--- src/rtl/haz_pkg.sv ---
// Shared types and constants for the EX-stage hazard / forwarding controller.
package haz_pkg;

  typedef enum logic [1:0] {
    FWD_RF  = 2'b00,
    FWD_WB  = 2'b01,
    FWD_ALU = 2'b10
  } fwd_sel_e;

  typedef enum logic [0:0] {
    IDLE = 1'b0,
    BUSY = 1'b1
  } hz_state_e;

  localparam logic [4:0] REG_ZERO = 5'd0;

endpackage

--- src/rtl/haz_fwd_select.sv ---
// Operand forwarding select for one EX source operand.
// The MEM-stage result is younger than the WB-stage result, so MEM wins on an rd tie.
// Writes to x0 are never forwarded.
module haz_fwd_select
  import haz_pkg::*;
(
  input  logic       en,
  input  logic [4:0] rs,
  input  logic [4:0] mem_rd,
  input  logic       mem_wen,
  input  logic [4:0] wb_rd,
  input  logic       wb_wen,
  output logic [1:0] sel
);

  logic mem_hit_s;
  logic wb_hit_s;

  assign mem_hit_s = mem_wen && (mem_rd != REG_ZERO) && (mem_rd == rs);
  assign wb_hit_s  = wb_wen  && (wb_rd  != REG_ZERO) && (wb_rd  == rs);

  // Priority pick of the forwarding source; disabled operands read the register file.
  always_comb begin
    sel = FWD_RF;
    if (!en) begin
      sel = FWD_RF;
    end else if (mem_hit_s) begin
      sel = FWD_ALU;
    end else if (wb_hit_s) begin
      sel = FWD_WB;
    end else begin
      sel = FWD_RF;
    end
  end

endmodule

--- src/rtl/ex_hazard_sequencer.sv ---
// Hazard / forwarding controller for the RV32 execute stage.
// Generates forwarding selects, load-use stalls and the multi-cycle (MUL/DIV) stall sequence.
// Optional feature macro: HAZ_PERF_CNT_EN adds perf_lu_stalls / perf_mc_stalls counters.
module ex_hazard_sequencer
  import haz_pkg::*;
#(
  parameter int MC_LATENCY = 4,
  parameter int CNT_W      = 8
) (
  input  logic       clk,
  input  logic       resetn,
  input  logic [4:0] id_rs1,
  input  logic [4:0] id_rs2,
  input  logic [4:0] ex_rs1,
  input  logic [4:0] ex_rs2,
  input  logic [4:0] ex_rd,
  input  logic       ex_valid,
  input  logic       ex_memRead,
  input  logic       ex_multicycle,
  input  logic       ex_ALUSrc,
  input  logic       ex_kill,
  input  logic [4:0] mem_rd,
  input  logic [4:0] wb_rd,
  input  logic       mem_regWrite,
  input  logic       wb_regWrite,
  output logic [1:0] selOp1,
  output logic [1:0] selOp2,
  output logic       stall_if,
  output logic       stall_id,
  output logic       stall_ex,
  output logic       bubble_ex,
  output logic       bubble_mem,
  output logic       mc_busy,
  output logic       mc_done
`ifdef HAZ_PERF_CNT_EN
  ,
  output logic [31:0] perf_lu_stalls,
  output logic [31:0] perf_mc_stalls
`else
`endif
);

  // Counter preload on entering BUSY: BUSY lasts MC_LATENCY-1 cycles, the last one with cnt==0.
  localparam logic [CNT_W-1:0] MC_START = (MC_LATENCY > 1) ? CNT_W'(MC_LATENCY - 2) : {CNT_W{1'b0}};
  localparam logic [CNT_W-1:0] CNT_ZERO = {CNT_W{1'b0}};
  localparam logic [CNT_W-1:0] CNT_ONE  = {{(CNT_W-1){1'b0}}, 1'b1};

  hz_state_e        state_r;
  hz_state_e        state_nxt_s;
  logic [CNT_W-1:0] cnt_r;
  logic [CNT_W-1:0] cnt_nxt_s;
  logic             lu_stall_s;
  logic             mc_stall_s;
  logic             mc_done_s;
  logic             mc_trig_s;
  logic             lu_hit_s;

  // Forwarding is gated off during reset so every output reads 0.
  haz_fwd_select u_fwd_op1 (
    .en      (!resetn),
    .rs      (ex_rs1),
    .mem_rd  (mem_rd),
    .mem_wen (mem_regWrite),
    .wb_rd   (wb_rd),
    .wb_wen  (wb_regWrite),
    .sel     (selOp1)
  );

  haz_fwd_select u_fwd_op2 (
    .en      (!resetn && ex_ALUSrc),
    .rs      (ex_rs2),
    .mem_rd  (mem_rd),
    .mem_wen (mem_regWrite),
    .wb_rd   (wb_rd),
    .wb_wen  (wb_regWrite),
    .sel     (selOp2)
  );

  assign lu_hit_s  = ex_valid && ex_memRead && (ex_rd != REG_ZERO) &&
                     ((ex_rd == id_rs1) || (ex_rd == id_rs2));
  assign mc_trig_s = ex_valid && ex_multicycle && !ex_kill;

  // Next-state and stall decode; a kill aborts the op with no stall and no done pulse.
  always_comb begin
    state_nxt_s = state_r;
    cnt_nxt_s   = cnt_r;
    lu_stall_s  = 1'b0;
    mc_stall_s  = 1'b0;
    mc_done_s   = 1'b0;
    if (resetn) begin
      state_nxt_s = IDLE;
      cnt_nxt_s   = CNT_ZERO;
    end else begin
      case (state_r)
        IDLE: begin
          lu_stall_s = lu_hit_s;
          if (mc_trig_s) begin
            if (MC_LATENCY > 1) begin
              mc_stall_s  = 1'b1;
              cnt_nxt_s   = MC_START;
              state_nxt_s = BUSY;
            end else begin
              mc_done_s = 1'b1;
            end
          end else begin
            cnt_nxt_s = CNT_ZERO;
          end
        end
        BUSY: begin
          if (ex_kill) begin
            cnt_nxt_s   = CNT_ZERO;
            state_nxt_s = IDLE;
          end else if (cnt_r != CNT_ZERO) begin
            mc_stall_s = 1'b1;
            cnt_nxt_s  = cnt_r - CNT_ONE;
          end else begin
            mc_done_s   = 1'b1;
            state_nxt_s = IDLE;
          end
        end
        default: begin
          cnt_nxt_s   = CNT_ZERO;
          state_nxt_s = IDLE;
        end
      endcase
    end
  end

  // State and occupancy counter registers.
  always_ff @(posedge clk) begin
    if (resetn) begin
      state_r <= IDLE;
      cnt_r   <= CNT_ZERO;
    end else begin
      state_r <= state_nxt_s;
      cnt_r   <= cnt_nxt_s;
    end
  end

  assign stall_if   = lu_stall_s || mc_stall_s;
  assign stall_id   = lu_stall_s || mc_stall_s;
  assign stall_ex   = mc_stall_s;
  assign bubble_ex  = lu_stall_s;
  assign bubble_mem = mc_stall_s;
  assign mc_busy    = !resetn && (state_r == BUSY);
  assign mc_done    = mc_done_s;

`ifdef HAZ_PERF_CNT_EN
  logic [31:0] perf_lu_r;
  logic [31:0] perf_mc_r;

  // Stall-cycle counters; wrap naturally at 2^32.
  always_ff @(posedge clk) begin
    if (resetn) begin
      perf_lu_r <= 32'd0;
      perf_mc_r <= 32'd0;
    end else begin
      perf_lu_r <= perf_lu_r + {31'd0, lu_stall_s};
      perf_mc_r <= perf_mc_r + {31'd0, mc_stall_s};
    end
  end

  assign perf_lu_stalls = resetn ? 32'd0 : perf_lu_r;
  assign perf_mc_stalls = resetn ? 32'd0 : perf_mc_r;
`else
`endif

endmodule

--- config.mk ---
export PLATFORM = sky130hd
export DESIGN_NAME = ex_hazard_sequencer
export DESIGN_NICKNAME = d
export VERILOG_FILES = /design/src/rtl/haz_pkg.sv /design/src/rtl/haz_fwd_select.sv /design/src/rtl/ex_hazard_sequencer.sv
export SDC_FILE = /design/constraint.sdc
export NUM_CORES = 1
export LEC_CHECK = 0
export CORE_MARGIN = 2
export CORE_UTILIZATION = 41
export DETAILED_ROUTE_END_ITERATION = 10
export GPL_ROUTABILITY_DRIVEN = 0
export PLACE_DENSITY = 0.91
export SYNTH_ARGS = -nofsm -noshare
export SYNTH_HDL_FRONTEND = slang
export SYNTH_HIERARCHICAL = 1
export SYNTH_SLANG_ARGS = --single-unit
--- constraint.sdc ---
create_clock -name clk -period 4.6 [get_ports clk]
set_input_delay 1.38 -clock clk [delete_from_list [all_inputs] [get_ports clk]]
set_output_delay 1.38 -clock clk [all_outputs]
set_load 0.03 [all_outputs]
Word level (Yosys, flattened, before mapping)
Cells that the tools add are included.
Storage, ports and cells
  register bits after elaboration: 9
  latch bits: 0
  bits in writable memories: 0
  ROM bits: 0
  bits of input ports: 44
  memories kept: 0
Operators by class
  add/subtract/negate cells: 1
  $mul: 0
  divide/modulo/power cells: 0
  $lt $le $gt $ge: 0
  eq/ne operators: 7
  shift operators: 0
  muxes and demuxes: 21
  bitwise logic cells: 1
  reduce and logical (&&, ||, !) cells: 21
Operators by type and width (number)
  equality test 5 bit: 6
  two-way mux 8 bit: 2
  case mux 8 bit (2 select lines): 1
  nonzero test 5 bit: 3
  logical AND 1 bit: 13
  two-way mux 1 bit: 11
  two-way mux 2 bit: 5
  nonzero test 8 bit: 1
  subtractor 8 x 1 -> 8 bit (second input constant): 1
  case mux 1 bit (2 select lines): 2
  inequality test 3 x 2 -> 1 bit (second input constant): 1
  zero test 1 bit: 2
  logical OR 1 bit: 2
  inverter 1 bit: 1

Depth between registers and ports, before layout
  word-level depth: 6
  gate-level depth with buffers: 7

Modules after synthesis
The synthesis kept the hierarchy.
By module, submodules not included
  ex_hazard_sequencer: instances 1, cells each 75, area each 658.1 µm²
  haz_fwd_select: instances 2, cells each 21, area each 151.4 µm²

Worst setup path before layout
Ideal clock, no wire load.
  path kind: in2out
  from: input ex_kill
  to: output stall_ex
  data arrival time: 3.004 ns
  data required time: 3.220 ns
  path slack: 0.216 ns
  stages on the path: 3
  cells stage by stage: or4bb_1 -> o21ai_0 -> buf_4
On the way
  cells in the longest elaborated chain, start to end: 5
  elaborated cells on any way between the ends: 6
Ends and longest elaborated chain
  start, declared: line ex_hazard_sequencer.sv:21  | input logic ex_kill,
  zero test 1 bit: line ex_hazard_sequencer.sv:81  | assign mc_trig_s = ex_valid && ex_multicycle && !ex_kill;
  logical AND 1 bit: line ex_hazard_sequencer.sv:81
  two-way mux 1 bit: line ex_hazard_sequencer.sv:97  | if (mc_trig_s) begin
  case mux 1 bit (2 select lines) (*): line ex_hazard_sequencer.sv:94  | case (state_r)
  two-way mux 1 bit (*): line ex_hazard_sequencer.sv:90  | if (resetn) begin
  end, declared: line ex_hazard_sequencer.sv:30  | output logic stall_ex,
Mark *: on every way between the ends. The rest lies on a longest branch, timed or not.

Worst setup path in the final report
  from: input ex_rd[2]
  to: output stall_if
On the way
  cells in the longest elaborated chain, start to end: 6
  elaborated cells on any way between the ends: 9
Ends and longest elaborated chain
  start, declared: line ex_hazard_sequencer.sv:16  | input logic [4:0] ex_rd,
  equality test 5 bit or nonzero test 5 bit (tied branches): line ex_hazard_sequencer.sv:80, ex_hazard_sequencer.sv:79
  logical OR 1 bit or logical AND 1 bit (tied branches): line ex_hazard_sequencer.sv:80, ex_hazard_sequencer.sv:79
  logical AND 1 bit (*): line ex_hazard_sequencer.sv:79  | assign lu_hit_s = ex_valid && ex_memRead && (ex_rd != REG_ZERO) &&
  two-way mux 1 bit (*): line ex_hazard_sequencer.sv:94
  two-way mux 1 bit (*): line ex_hazard_sequencer.sv:90
  logical OR 1 bit (*): line ex_hazard_sequencer.sv:140  | assign stall_if = lu_stall_s || mc_stall_s;
  end, declared: line ex_hazard_sequencer.sv:28  | output logic stall_if,
Marks and branches as above.

==> summary.log <==
qor: place.post_place_setup_slack -0.167 ns
qor: route.wire_per_inst 13.8 um
qor: worst_hold_path.kind_of_path_behind_the_tightest_hold_check reg -> reg
qor: run.max_cap_viol_count 0
qor: worst_setup_path.timing_worst_setup_path_type in -> out
qor: clocking.clkTransAtPathRegs 0.06 ns
qor: die.core.rowCount 17
qor: timing.worst_slew_margin_rel 60.9%
qor: synth.yosysWarningCount 6
qor: global_route.grt_antenna_before_repair 0
qor: cells_and_area.diodes 0
qor: synth.synth-edff-count 0
qor: synth.synth.top_cell.area_share 18.8%
qor: worst_setup_path.worstSetupStartpointType input port
qor: worst_setup_path.crit_slowest_cell sky130_fd_sc_hd__or4_1
qor: synth.ys_seq_elements 9
qor: die.die_extent_in_x 52.4 um
qor: worst_setup_path.crit_path_max_fanout 3
qor: power_and_ir_drop.vdd.ir_drop.worst 0.000122 V
qor: power_and_ir_drop.power_switching 70.4 uW
qor: timing.actual_slew_at_the_worst_max_slew_pin 0.585 ns
qor: power_and_ir_drop.power.density 153 mW/mm2
qor: global_route.grt_pass1_vias 1111
qor: synth.yosysSeqAreaShare 18.8%
qor: route.drt_first_pass_iters 4
qor: route.routed_wirelength 2.84 mm
qor: worst_setup_path.critical_path.endpoint_type primary output
qor: timing.finClkSkew 0.00108 ns
qor: die.die_height 52.4 um
qor: timing.fin_ws 0.134 ns
qor: timing.setup_viol_count_final 0
qor: cells_and_area.design.final.nets 225
qor: timing.setup-tns-final 0 ns
qor: route.drtAntennaViolNets 0
qor: timing.fmax 224 MHz
qor: cells_and_area.utilization 71.0%
qor: power_and_ir_drop.total_power 240 uW
qor: route.vias 1061
qor: timing.grt_setup_unrepaired false
qor: die.core-area 0.00221 mm2
qor: worst_setup_path.worst_path_dominant_cell_family buffers and inverters
qor: global_route.grt_start_max_net_pins 9
qor: worst_setup_path.worst_ep_arrival_time 3.09 ns
qor: timing.period_share 97.1%
qor: die.fp.dieArea 0.00275 mm2
qor: synth.synth-main-ff-cell sky130_fd_sc_hd__dfxtp_1
qor: power_and_ir_drop.clock_share_of_power 26.3%
qor: global_route.global_routing_usage_summed_across_all_routing_layers 22.4%
qor: global_route.wire_length_of_the_first_global_routing_pass 4.62 mm
qor: route.first_iter_violations 15
qor: worst_setup_path.r2r_slack 2.90 ns
qor: clocking.holdBufCountCts 0
qor: clocking.tritoncts.num_buffers 3
qor: synth.synth.lib_cells_used.distinct 35
qor: synth.ys_top_cells_by_area sky130_fd_sc_hd__dfxtp_1, sky130_fd_sc_hd__xor2_1, sky130_fd_sc_hd__xnor2_1, sky130_fd_sc_hd__nor2_1, sky130_fd_sc_hd__nor4_1
qor: clocking.clk-insertion-delay-late 0.26 ns
qor: worst_setup_path.critical_path.n_buffers_inverters 2
qor: cells_and_area.layout-area-overhead-vs-synth 63.4%
qor: die.initial_utilization 43.4%
qor: cells_and_area.layout-drive-gt1-share 11.8%
qor: power_and_ir_drop.share_comb_of_total_power 40.8%
qor: clocking.tritoncts done
qor: place.dp_hpwl 2.49 mm
qor: timing.final_max_slew_viol_count 0
qor: power_and_ir_drop.power.share.sequential 32.9%
qor: synth.mappedNetlistNets 163
qor: power_and_ir_drop.p_leak 0.618 nW
qor: clocking.clk_root_buffer_cell sky130_fd_sc_hd__clkbuf_4
qor: timing.finalCriticalPeriod 4.47 ns
qor: synth.yosysTopAreaCell sky130_fd_sc_hd__dfxtp_1
qor: clocking.cts_htree_levels 1
qor: global_route.grt_overflow_total 0
qor: place.port-buffer-count 54
qor: clocking.clock_tree.buffer_depth 2
qor: route.post_drt_via_cell_ratio 5.15
qor: worst_setup_path.critical-path-max-stage-delay 0.53 ns
qor: synth.syn_inst 117
qor: power_and_ir_drop.swShare 29.3%
qor: worst_setup_path.critPathRequiredTime 3.22 ns
qor: worst_setup_path.critical_path.cell_chain clkdlybuf4s50_1, or4_1, o21ai_1, o221ai_1, dlygate4sd2_1
qor: outcome.run_status finished, final reports clean
qor: timing.fin_worst_hold_slack 0.540 ns
qor: synth.synth_async_sr_flop_share 0%
qor: clocking.clock_sink_count 9
qor: die.ios 55
qor: route.drc_errors 0
qor: synth.syn_area 961 um2
qor: power_and_ir_drop.internal_power 170 uW
qor: synth.avgSynthCellArea 8.21 um2
qor: timing.final_hold_vio_count 0
flip-flops by register name (all words and copies together), names as in the netlist:
register,flops
state_r,1
cnt_r,8
power groups by stage:
stage | Combinational [mW] | Sequential [mW] | Clock, mW
3_5_place_dp | 0.0976 | 0.0809 | 0
6_report | 0.0982 | 0.0791 | 0.0632
2_1_floorplan | 0.0387 | 0.0807 | 0
4_1_cts | 0.0973 | 0.0791 | 0.0652
3_3_place_gp | 0.0934 | 0.0808 | 0
5_1_grt | 0.105 | 0.0791 | 0.0702
cells in the final DEF (no fill, tap or decap), types with 4 or more instances in the layout:
cell type                          n
sky130_fd_sc_hd__clkdlybuf4s50_1  45
sky130_fd_sc_hd__xor2_1           16
sky130_fd_sc_hd__xnor2_1          15
sky130_fd_sc_hd__nor2_1           12
sky130_fd_sc_hd__buf_4            12
sky130_fd_sc_hd__dfxtp_1           9
sky130_fd_sc_hd__inv_1             6
sky130_fd_sc_hd__nor3_1            5
sky130_fd_sc_hd__nor4_1            5
sky130_fd_sc_hd__nand2b_1          4
final timing paths:
check | startpoint | depth (start not counted) | to
max | ex_rd[2] | 5 | stall_if
min | cnt_r[2] | 2 | cnt_r[2]
max reg2reg | cnt_r[0] | 6 | cnt_r[1]
min reg2reg | cnt_r[2] | 2 | cnt_r[2]
cell usage after synthesis, drive strengths merged (3+ instances only):
cell type  instances
o21ai              6
a21oi              3
nand2b             4
dfxtp              9
nor4               6
inv                6
xor2              16
nor2b              3
xnor2             15
nor3               7
nor2              12
worst min-delay path: stages (launching register included):
cell and delay (ns):
sky130_fd_sc_hd__dfxtp_1 0.33, sky130_fd_sc_hd__a21oi_1 0.12, sky130_fd_sc_hd__nor2_1 0.04
routing by layer:
metal  wire length [um]  global-route usage [%]  vias up
met5                  0                       0        -
met4                 37                    6.41        0
met3                 99                    2.57        4
met2               1640                    46.0       26
met1               1060                    22.8      496
li1                   -                       -      535
repair_timing:
action                                  in CTS  in global routing
gates cloned                                 0                  0
pin swaps                                    0                  0
buffers inserted                             0                  0
gates resized for setup                      3                  1
endpoints found under the setup margin       3                  2
metrics by stage:
step                      instance area, um2  cells
after floorplan                          961    117
after global placement                  1550    202
after detailed placement                1550    202
after CTS                               1570    206
after global routing                    1570    206
final                                   1570    206
final cells by class:
class / count / area, um2
timing repair buffer: 60 / 567
fill: 186 / 642
clock buffer: 4 / 26.3
tap: 28 / 35.0
sequential: 9 / 180
inverter: 6 / 22.5
multi-input combinational: 99 / 739
cells by family after synthesis:
kind of cell               Yosys count  synth area share [%]
muxes                                1                  1.04
xor gates and xnor gates            31                  28.3
and+or+nand+nor                     48                  32.9
DFF                                  9                  18.7
adders and majority gates            2                  2.60
AOI/OAI and AO/OA                   17                  12.1
buffers and inverters                9                  4.30
Power figures use the tool's default switching activity.
==> edit 1: new RTL, config.mk and constraints unchanged <==
The package constant `REG_ZERO` goes from 5'd0 to 5'd1.
--- a/src/rtl/haz_pkg.sv
+++ b/src/rtl/haz_pkg.sv
@@ -14,3 +14,3 @@
 
-  localparam logic [4:0] REG_ZERO = 5'd0;
+  localparam logic [4:0] REG_ZERO = 5'd1;
 
Function: changed (a bounded check fails within 4 cycles, from zero or initial values and one cycle with resetn high).
==> edit 1 against the original RTL <==
Area after synthesis up 3.1%; routed wire length up 6.1%; worst hold slack better by 0.0058 ns; sequential cell count unchanged; final cell count up 0.97%; count of clock-buffer cells in the layout unchanged; highest routed layer unchanged; setup slack worse by 0.11 ns; cell area up 3.1%; clock power down 4.9%; total power up 0.13%.
==> edit 1: results (changes against the original RTL) <==
[worst_setup_path]
critical_path.max_fanout=2  ; was 3
critical_path_max_stage_delay_ns=0.70  ; was 0.53 ns
critPathArrivalTime_ns=3.20  ; was 3.09 ns
critPathSlowestCell=or4b_2  ; was or4_1
critical_path.top_delay_family=buffers and inverters  ; unchanged

[drt]
met1_length_um=1150  ; was 1060 um
dr.pass1.iters=4  ; unchanged
post_drt_wl_per_cell_um=14.5  ; was 13.8 um
dr_wl_met2_um=1600  ; was 1640 um
dr_wl_met3_um=214  ; was 99 um
routed.top_layer=met4  ; unchanged
via_per_inst=5.38  ; was 5.15
drt_iter0_drcs=31  ; was 15
via_count=1120  ; was 1061

[cells_and_area]
num-nets-final=227  ; was 225
fillCellCount=176  ; was 186
top_regs=cnt_r (8), state_r (1)  ; unchanged
num_antenna_cells=0  ; unchanged
post_route_cells_drive_above_1_share_pct=16.1  ; was 11.8%

[placed_design]
placed_cell_count=204  ; was 202
dpl.hpwl_um=2600  ; was 2490 um
port_buffers=54  ; unchanged
postPlaceCellArea_um2=1590  ; was 1550 um2

[clocking]
cts_max_path_buffers=2  ; unchanged
post_cts_hold_buffer_count=0  ; unchanged
clkLatencyLatePin_ns=0.26  ; about the same
root_buffer=clkbuf_4  ; unchanged
worst_setup_hold_path_clk_slew_ns=0.06  ; about the same
cts_buffers=3  ; unchanged
h-tree-depth=1  ; unchanged

[synth]
synthDistinctLibCells=36  ; was 35
netlist_top_cells_count=16 x xor2_1, 15 x xnor2_1, 12 x nor2_1  ; unchanged
ys_async_sr_fraction_pct=0  ; unchanged
syn_avg_cell_area_um2=8.47  ; was 8.21 um2
area_contributors_post_synth=dfxtp_1 18%, xor2_1 14%, xnor2_1 13%, nor2_1 4.5%, o21ai_0 3.0%  ; was dfxtp_1 19%, xor2_1 15%, xnor2_1 14%, nor2_1 4.7%, nor4_1 3.3%
synth_nets=163  ; unchanged
ys.warnings.count=6  ; unchanged
yosysSeqAreaShare_pct=18.2  ; was 18.8%
ys.flop_type=dfxtp_1  ; unchanged
synth_top_cell_area_share_pct=18.2  ; was 18.8%
synth.most_common_cell=xor2_1  ; unchanged

[global_routing]
groute.usage.overall_pct=22.0  ; was 22.4%
wire_length_of_the_first_global_routing_pass_um=4540  ; was 4620 um
number_of_antenna_violations_at_the_first_check_in_global_routing=0  ; unchanged
pin_count_of_the_biggest_net_entering_global_routing=9  ; unchanged

[hold_path]
hold_path.class=flop to flop  ; unchanged

[pwr]
cellLeakagePower_nw=0.635  ; was 0.618 nW
worst_ir_drop_vdd_mv=0.162  ; was 0.122 mV

[timing]
max_slew.worst_pin.slew_ns=0.647  ; was 0.585 ns
worst_clock_skew_ns=0.00158  ; was 0.00108 ns

[outcome]
outcome=finished clean  ; unchanged

==> edit 1: metal layers <==
layer | vias to the layer above | global-route usage, %
met5 | - | 0
met4 | 0 | 10.3
met3 | 6 | 3.39
met2 | 54 | 40.6
met1 | 520 | 24.3
li1 | 540 | -
==> edit 1: cell type report <==
type                       instances  area, um2  share of cell area (%)
multi-input combinational         99        773                    47.8
timing repair buffer              62        582                    35.9
sequential                         9        180                    11.1
tap                               28       35.0                    2.16
clock buffer                       4       26.3                    1.62
inverter                           6       22.5                    1.39
==> edit 1: report_power, final <==
part           total (mW)  internal [mW]  leakage (nW)  switching, mW
combinational       0.101         0.0601         0.548         0.0414
sequential         0.0792         0.0786        0.0726       0.000626
clock              0.0601         0.0334        0.0150         0.0267
==> edit 1: worst register-to-register path: stages (launching register included) <==
cell	delay, ns
dfxtp_1	0.33
inv_1	0.08
ha_1	0.14
nor2b_1	0.53
nand3b_4	0.18
a21o_1	0.21
a211oi_1	0.21
==> edit 1: cell families after synthesis <==
group	count (synthesis)	share of synthesized area, %
simple gates	48	35.0
xor+xnor	31	27.4
compound gates	17	11.7
buf+inv	9	4.17
flops	9	18.2
fa+ha+maj	2	2.52
mux	1	1.01
==> edit 1: worst paths after layout <==
kind,startpoint,to,slack (ns),cells past startpoint
worst min register to register,cnt_r[7],cnt_r[7],0.55,2
worst min-delay path,cnt_r[7],cnt_r[7],0.55,2
worst max-delay path,ex_rd[2],stall_id,0.02,5
worst max register to register,cnt_r[0],cnt_r[1],2.83,6
==> edit 1: timing repair <==
action                                  CTS  global route
resized for setup                         4             5
pin swaps                                 0             0
endpoints found under the setup margin    3             3
setup buffers                             0             0
==> edit 1: metrics by stage <==
stage	setup slack [ns]	util (%)	TNS, ns	power (mW)
global route	-0.0260	71.8	-0.0673	0.254
floorplan	0.216	-	0	0.121
finish	0.0249	71.8	0	0.241
global placement	-0.203	70.6	-0.597	0.177
CTS	0.0320	71.6	0	0.242
detailed placement	-0.285	70.6	-0.831	0.182
==> edit 2: new RTL, same settings <==
Made on the original files. Build with the macro `HAZ_PERF_CNT_EN` defined.
--- a/src/rtl/ex_hazard_sequencer.sv
+++ b/src/rtl/ex_hazard_sequencer.sv
@@ -3,2 +3,4 @@
 // Optional feature macro: HAZ_PERF_CNT_EN adds perf_lu_stalls / perf_mc_stalls counters.
+`define HAZ_PERF_CNT_EN
+
 module ex_hazard_sequencer
Check against the original RTL (old outputs only; new: perf_lu_stalls and perf_mc_stalls): equivalent (equiv_simple and equiv_induct, registers matched by name and starting in step).
==> edit 2 against the original RTL <==
Sequential cell count up 64; combinational power rose by 29%; cell area grew to 3.7 times the old value; total power grew to 5.3 times the old value; routed wire length rose to 4.0 times the old value; setup slack worse by 0.031 ns; count of clock-buffer cells in the layout rose by 8; area after synthesis grew to 4.5 times the old value.
==> edit 2: results (changes against the original RTL) <==
[synth]
netlist_top_cells_count=73 x dfxtp_1, 67 x nor2b_1, 56 x nor2_1  ; was 16 x xor2_1, 15 x xnor2_1, 12 x nor2_1
synth_nets=577  ; was 163
ys.warnings.count=6  ; unchanged
yosysSeqAreaShare_pct=34.0  ; was 18.8%
syn_avg_cell_area_um2=8.15  ; was 8.21 um2
synthDistinctLibCells=43  ; was 35
ys.flop_type=dfxtp_1  ; unchanged
area_contributors_post_synth=dfxtp_1 34%, nor2b_1 9.8%, xor2_1 6.9%, nor2_1 4.9%, mux2_2 4.7%  ; was dfxtp_1 19%, xor2_1 15%, xnor2_1 14%, nor2_1 4.7%, nor4_1 3.3%

[drt]
dr.pass1.iters=4  ; unchanged
via_count=4279  ; was 1061
detail_route.wirelength_um=11300  ; was 2840 um
drt_iter0_drcs=234  ; was 15

[worst_setup_path]
critical_path_max_stage_delay_ns=0.51  ; was 0.53 ns
critPathSlowestCell=clkdlybuf4s50_1  ; was or4_1
reg2reg_setup_slack_ns=1.52  ; was 2.90 ns
critical_path.top_delay_family=simple AND/OR/NAND/NOR gates  ; was buffers and inverters
critPathArrivalTime_ns=3.12  ; was 3.09 ns

[global_routing]
groute.usage.overall_pct=20.3  ; was 22.4%
number_of_antenna_violations_at_the_first_check_in_global_routing=0  ; unchanged
wire_length_of_the_first_global_routing_pass_um=18600  ; was 4620 um
first_global_vias=4193  ; was 1111
pin_count_of_the_biggest_net_entering_global_routing=38  ; was 9

[clocking]
cts_max_path_buffers=2  ; unchanged
clkLatencyLatePin_ns=0.35  ; was 0.26 ns
root_buffer=clkbuf_8  ; was clkbuf_4
h-tree-depth=3  ; was 1
worst_setup_hold_path_clk_slew_ns=0.07
cts_buffers=9  ; was 3

[pwr]
worst_ir_drop_vdd_mv=0.140  ; was 0.122 mV
sw_frac_of_total_pct=24.0  ; was 29.3%
cellLeakagePower_nw=2.04  ; was 0.618 nW

[placed_design]
dpl.hpwl_um=8670  ; was 2490 um
port_buffers=118  ; was 54
pre_cts_ws_ns=0.0375  ; was -0.167 ns
postPlaceCellArea_um2=5650  ; was 1550 um2
placed_cell_count=769  ; was 202

[cells_and_area]
fillCellCount=886  ; was 186
top_regs=perf_lu_r (32), perf_mc_r (32), cnt_r (8)  ; was cnt_r (8), state_r (1)
num-nets-final=694  ; was 225
post_route_cells_drive_above_1_share_pct=10.3  ; was 11.8%
finalNonFillerCells=785  ; was 206

[timing]
fin_ws_ns=0.102  ; was 0.134 ns
worst_clock_skew_ns=0.00676  ; was 0.00108 ns
worst_hold_slack_ns=0.500  ; was 0.540 ns
worst_slew_margin_rel_pct=69.2  ; was 60.9%

[outcome]
outcome=finished clean  ; unchanged

[die]
initial_utilization_pct=42.0  ; was 43.4%

[hold_path]
hold_path.class=flop to flop  ; unchanged

[edit 2: repair_timing]
item,CTS,global route
hold buffers,0,0
buffers inserted,0,0
gates resized for setup,0,2
endpoints found under the setup margin,0,2
[edit 2: final cells by class]
type	instances	area (um2)	share of cell area, %
Clock buffer	12	155	2.64
Timing Repair Buffer	134	1310	22.4
Multi-Input combinational cell	415	2680	45.6
Sequential cell	73	1460	24.9
Inverter	11	41.3	0.703
Tap cell	136	170	2.90
Clock inverter	4	51.3	0.874
[edit 2: cells by family after synthesis]
group	after synthesis	share of synthesized area, %
AOI/OAI and AO/OA	60	8.01
DFF	73	34.0
xor gates and xnor gates	53	10.8
muxes	19	4.95
buffers and inverters	39	4.05
and+or+nand+nor	277	36.4
adders and majority gates	6	1.75
[edit 2: per-layer routing]
layer | part of all wire, % | vias up | track usage [%] | routed length [um]
met5 | 0 | - | 0 | 0
met1 | 41 | 2008 | 23.0 | 4640
met3 | 6.9 | 22 | 5.15 | 777
met4 | 2.5 | 0 | 8.93 | 280
li1 | - | 2092 | - | -
met2 | 50 | 157 | 35.8 | 5610
[edit 2: power groups by stage]
| stage | Sequential, mW | Combinational (mW) | Clock [mW] |
|---|---|---|---|
| floorplan | 0.648 | 0.0570 | 0 |
| global placement | 0.648 | 0.119 | 0 |
| detailed placement | 0.648 | 0.125 | 0 |
| CTS | 0.633 | 0.126 | 0.541 |
| global route | 0.633 | 0.136 | 0.569 |
| finish | 0.633 | 0.127 | 0.527 |
[edit 2: worst paths after layout]
check,cells past startpoint,endpoint,start
worst min register to register,2,perf_lu_r[19],perf_lu_r[19]
worst max register to register,11,perf_mc_r[30],cnt_r[0]
worst min-delay path,2,perf_lu_r[19],perf_lu_r[19]
worst max-delay path,6,selOp1[0],ex_rs1[1]
